File: src/rtl/lut_neuron_pkg.sv
// Shared types and sizing helpers for the runtime-loadable LUT neuron.
package lut_neuron_pkg;

    typedef enum logic [1:0] {IDLE, LOAD, DONE} ld_state_t;

    function automatic int cfg_epb(input int cfg_w, input int out_bits);
        return cfg_w / out_bits;
    endfunction

    function automatic int cfg_beats(input int in_bits, input int out_bits, input int cfg_w);
        return (1 << in_bits) / cfg_epb(cfg_w, out_bits);
    endfunction

endpackage

File: src/rtl/lut_table_ram.sv
// Distributed-RAM truth table: beat-wide write port, single asynchronous read port.
module lut_table_ram
    import lut_neuron_pkg::*;
#(
    parameter int IN_BITS  = 8,
    parameter int OUT_BITS = 1,
    parameter int CFG_W    = 8,
    parameter int BEAT_W   = 5
) (
    input  logic                clk,
    input  logic                wr_en,
    input  logic [BEAT_W-1:0]   wr_beat,
    input  logic [CFG_W-1:0]    wr_data,
    input  logic [IN_BITS-1:0]  rd_addr,
    output logic [OUT_BITS-1:0] rd_data
);

    localparam int DEPTH = 1 << IN_BITS;
    localparam int EPB   = cfg_epb(CFG_W, OUT_BITS);

    logic [OUT_BITS-1:0] mem [DEPTH];

    // One beat fills EPB consecutive entries, lowest entry in the lowest bits.
    always_ff @(posedge clk) begin
        if (wr_en) begin
            for (int k = 0; k < EPB; k++) begin
                mem[IN_BITS'(int'(wr_beat) * EPB + k)] <= wr_data[k*OUT_BITS +: OUT_BITS];
            end
        end
    end

    assign rd_data = mem[rd_addr];

endmodule

File: src/rtl/lut_neuron_table_loader.sv
// Runtime-programmable LUT neuron: streamed table loader plus registered 1-cycle lookup.
module lut_neuron_table_loader
    import lut_neuron_pkg::*;
#(
    parameter int IN_BITS  = 8,
    parameter int OUT_BITS = 1,
    parameter int CFG_W    = 8
) (
    input  logic                clk,
    input  logic                rst_n,
    input  logic                cfg_start,
    input  logic                cfg_valid,
    output logic                cfg_ready,
    input  logic [CFG_W-1:0]    cfg_data,
    output logic                cfg_busy,
    output logic                cfg_done,
    output logic                table_loaded,
    input  logic [IN_BITS-1:0]  M0,
    input  logic                M0_valid,
    output logic [OUT_BITS-1:0] M1,
    output logic                M1_valid
);

    localparam int BEATS  = cfg_beats(IN_BITS, OUT_BITS, CFG_W);
    localparam int BEAT_W = (BEATS > 1) ? $clog2(BEATS) : 1;
    localparam logic [BEAT_W-1:0] LAST_BEAT = BEAT_W'(BEATS - 1);

    ld_state_t           state_q, state_d;
    logic [BEAT_W-1:0]   beat_q, beat_d;
    logic                cfg_ready_q, cfg_ready_d;
    logic                cfg_busy_q, cfg_busy_d;
    logic                cfg_done_q, cfg_done_d;
    logic                table_loaded_q, table_loaded_d;
    logic [OUT_BITS-1:0] m1_q, m1_d;
    logic                m1_valid_q, m1_valid_d;
    logic                wr_en;
    logic [OUT_BITS-1:0] rd_data;

    lut_table_ram #(
        .IN_BITS  (IN_BITS),
        .OUT_BITS (OUT_BITS),
        .CFG_W    (CFG_W),
        .BEAT_W   (BEAT_W)
    ) u_ram (
        .clk     (clk),
        .wr_en   (wr_en),
        .wr_beat (beat_q),
        .wr_data (cfg_data),
        .rd_addr (M0),
        .rd_data (rd_data)
    );

    always_comb begin
        state_d        = state_q;
        beat_d         = beat_q;
        table_loaded_d = table_loaded_q;
        wr_en          = 1'b0;

        case (state_q)
            IDLE: begin
                if (cfg_start) begin
                    state_d        = LOAD;
                    beat_d         = '0;
                    table_loaded_d = 1'b0;
                end
            end
            LOAD: begin
                // A restart wins over a beat offered in the same cycle.
                if (cfg_start) begin
                    beat_d = '0;
                end else if (cfg_valid && cfg_ready_q) begin
                    wr_en = 1'b1;
                    if (beat_q == LAST_BEAT) begin
                        state_d = DONE;
                    end else begin
                        beat_d = beat_q + BEAT_W'(1);
                    end
                end
            end
            DONE: begin
                if (cfg_start) begin
                    state_d = LOAD;
                    beat_d  = '0;
                end else begin
                    state_d        = IDLE;
                    table_loaded_d = 1'b1;
                end
            end
            default: state_d = IDLE;
        endcase

        cfg_ready_d = (state_d == LOAD);
        cfg_busy_d  = (state_d == LOAD);
        cfg_done_d  = (state_d == DONE);

        // Lookups are only served from a complete image with no write in flight.
        m1_valid_d = M0_valid && table_loaded_q && !cfg_busy_q;
        m1_d       = m1_valid_d ? rd_data : m1_q;
    end

    always_ff @(posedge clk or negedge rst_n) begin
        if (!rst_n) begin
            state_q        <= IDLE;
            beat_q         <= '0;
            cfg_ready_q    <= 1'b0;
            cfg_busy_q     <= 1'b0;
            cfg_done_q     <= 1'b0;
            table_loaded_q <= 1'b0;
            m1_q           <= '0;
            m1_valid_q     <= 1'b0;
        end else begin
            state_q        <= state_d;
            beat_q         <= beat_d;
            cfg_ready_q    <= cfg_ready_d;
            cfg_busy_q     <= cfg_busy_d;
            cfg_done_q     <= cfg_done_d;
            table_loaded_q <= table_loaded_d;
            m1_q           <= m1_d;
            m1_valid_q     <= m1_valid_d;
        end
    end

    assign cfg_ready    = cfg_ready_q;
    assign cfg_busy     = cfg_busy_q;
    assign cfg_done     = cfg_done_q;
    assign table_loaded = table_loaded_q;
    assign M1           = m1_q;
    assign M1_valid     = m1_valid_q;

endmodule

File: config.mk
export PLATFORM = sky130hd
export DESIGN_NAME = lut_neuron_table_loader
export DESIGN_NICKNAME = d
export VERILOG_FILES = /design/src/rtl/lut_neuron_pkg.sv /design/src/rtl/lut_table_ram.sv /design/src/rtl/lut_neuron_table_loader.sv
export SDC_FILE = /design/constraint.sdc
export NUM_CORES = 1
export LEC_CHECK = 0
export BUFFER_PORTS_ARGS = -buffer_cell sky130_fd_sc_hd__buf_2
export CORE_UTILIZATION = 60
export CTS_CLUSTER_SIZE = 12
export DETAILED_ROUTE_END_ITERATION = 6
export GPL_TIMING_DRIVEN = 0
export PLACE_DENSITY = 0.77
export SYNTH_ARGS = -nofsm -noshare
export SYNTH_HDL_FRONTEND = slang
export SYNTH_SLANG_ARGS = --single-unit
File: constraint.sdc
create_clock -name clk -period 2.6 [get_ports clk]
set_input_delay 0 -clock clk [delete_from_list [all_inputs] [get_ports clk]]
set_output_delay 0 -clock clk [all_outputs]
set_load 0.02 [all_outputs]
==> out/results.txt <==
max_slew headroom: 43.4%
io pins: 27
core area: 0.0174 sq mm
vias in the first global route: 5842
fmax: 380 MHz
routed wire length: 24.3 mm
CTS tree: done
crit path capture: u_ram.mem[229]$_DFFE_PP_
Die Area: 0.0183 sq mm
Synth cell types: 53
Setup crit end kind: register
syn_area_per_cell: 19.0 sq um
Final Critical Period: 2.63 ns
worst setup margin: -0.0329 ns
commonest non-fill, non-tap cell in the layout: edfxtp_1
Post-synth ARST share: 4.48%
H-tree depth: 1
Post-CTS Setup Inserts: 0
n_diodes: 0
Final nets: 642
PortBufs: 22
HP Start: cfg_data[2]
count of final setup violators: 32
final setup TNS: -0.598 ns
hold slack: 0.0975 ns
Synth warnings: 0
gr usage total: 28.0%
Clock transition at path regs: 0.06 ns
Syn Nets: 584
count of final hold-check violations: 0
post-synthesis sequential area ratio: 74.9%
TritonCTS Sinks: 268
CTS Buf Count: 27
final worst clock skew: 0.0113 ns
type of origin of the critical path: register
violated checks: negative setup slack
DR WL/cell: 28.2 um
global-route wire length before repair: 36.0 mm
Starting Density: 61.5%
met2 usage: 45.1%
worst skew pair latency: 0.53 ns
Max Cap Viol: 0
most crowded layer after global routing: met2
CTS root buf: clkbuf_16
synthesis-stage register bit count: 268
slew of the pin with the lowest slew margin: 0.849 ns
DR vias: 5764
Worst VDD drop: 0.000662 V
starting DRC count in detailed routing: 660
Layout area overhead: 11.6%
Final Power: 0.00870 W
maximum clock path buffer count: 3
largest net degree at the start of global routing: 33
end-of-flow core utilization: 68.6%
RSZ-0062 raised after global routing: true
layout cells sized above 1: 22.2%
post-DR vias/cell: 6.70
outcome: complete, but fails checks
pwr/cell area: 730 mW/mm^2
Final Max Tran Viols: 0
beginning of the critical path: cfg_busy$_DFF_PN0_
EDFF count, synth: 256
ANT nets after route: 0
min-delay worst type: in2reg
cells after synthesis: 561
grt met1 use: 38.8%
Final period util: 101%
Overflow after GRT: 0
r2r startpoint: cfg_busy$_DFF_PN0_
chip height: 135 um
worst endpoint data arrival time: 2.79 ns
Req. time, crit path: 2.76 ns
die span in x: 135 um
worst-path fanout max: 8
initial antenna violation count: 0
Post-DP HPWL: 14.3 mm
r2r endpoint: u_ram.mem[229]$_DFFE_PP_
most frequent cells in the layout: edfxtp_1, mux4_2, nor2_1
drc violations: 0
LEAKAGE: 3.83 nW
mapped cell area: 0.0107 sq mm
critical path class: reg2reg
Detailed Routing Iterations Pass 1: 5
Main synth FF type: edfxtp_1
met3 usage: 6.02%
reg2reg setup slack: -0.03 ns
routability cong.: 0.856
R2R cell count: 4
Row Count: 48
[per-layer routing]
metal	up-vias	routed length [um]
li1	2408	-
met1	2982	9480
met2	326	12000
met3	48	2230
met4	0	589
met5	-	0
[registers in the layout (all words and copies together) (netlist names)]
signal,flops
M1,1
M1_valid,1
beat_q,5
cfg_busy,1
cfg_done,1
state_q,2
table_loaded,1
u_ram.mem,256
[metrics by stage]
stage,setup WS (ns),cell area (sq um),cells
CTS,0.00598,11900,860
floorplan,0.603,10700,561
global placement,0.213,11100,808
finish,-0.0329,11900,860
detailed placement,0.0102,11100,808
global route,-0.139,11900,860
[worst min path at each step]
stage,endpoint,cells after the start
finish,u_ram.mem[250]$_DFFE_PP_,1
global route,u_ram.mem[44]$_DFFE_PP_,1
CTS,u_ram.mem[158]$_DFFE_PP_,1
detailed placement,beat_q[1]$_DFFE_PN0P_,1
global placement,beat_q[1]$_DFFE_PN0P_,1
floorplan,M1$_DFFE_PN0P_,0
[cell type report]
cell class,count,area [sq um]
repair buffers,29,180
fillers,1094,5450
clock inverters,5,20.0
plain buffers,26,161
multi-input cells,261,2530
clock buffers,40,724
inverters,6,22.5
flip-flops and latches,268,7990
well taps,225,282
[synth_stat cells (2+ instances only)]
library cell	instances	share of area, %
o22ai_1	6	0.35
o21a_1	2	0.14
o221ai_1	2	0.16
o21ai_0	11	0.52
nor3_1	3	0.14
buf_6	4	0.42
ha_1	2	0.23
mux2_1	2	0.21
buf_2	6	0.28
buf_4	6	0.42
or2_2	2	0.12
a221oi_1	2	0.16
edfxtp_1	256	72
and2_1	6	0.35
nand3_1	11	0.52
a31oi_1	3	0.18
a22oi_1	12	0.84
a211oi_1	3	0.21
a22o_1	4	0.33
clkbuf_1	5	0.18
a21oi_1	2	0.094
nor2b_1	9	0.53
mux2_2	8	0.84
mux4_2	53	11
inv_1	4	0.14
dfrtp_1	12	2.8
a311oi_1	4	0.33
nand4_1	4	0.23
mux2i_1	14	1.3
nand2_1	22	0.77
nand3b_1	2	0.14
nor2_1	45	1.6
buf_1	4	0.14
nor4_1	2	0.12
nand2b_1	10	0.59
[worst max-delay path, cell delays in order, from the launching register on]
cell and delay, ns:
dfrtp_1 0.40, nand2_1 0.11, nor4_1 0.68, nand3_1 0.42, nor2_1 0.65
[power by group]
group | switching [W] | total (W) | internal [W]
registers | 0.0000192 | 0.00478 | 0.00476
clock network | 0.00150 | 0.00340 | 0.00190
logic | 0.000341 | 0.000519 | 0.000178
total | 0.00186 | 0.00870 | 0.00684
[cells by family (layout without fill, tap and decap cells)]
group / after synthesis / after routing / synth area share, %
AO/OA/AOI/OAI: 62 / 62 / 4.23
adder cells (fa/ha/maj): 2 / 2 / 0.235
buffers and inverters: 32 / 106 / 1.72
flip-flops: 268 / 268 / 74.9
multiplexers: 77 / 77 / 13.6
AND/OR/NAND/NOR: 120 / 120 / 5.36
[timing repair]
action,CTS,global route
setup endpoints to repair,0,73
hold buffers,7,0
resized for setup,0,11
endpoints found under the hold margin,21,0
No activity file was read; power rests on OpenSTA's default activity.
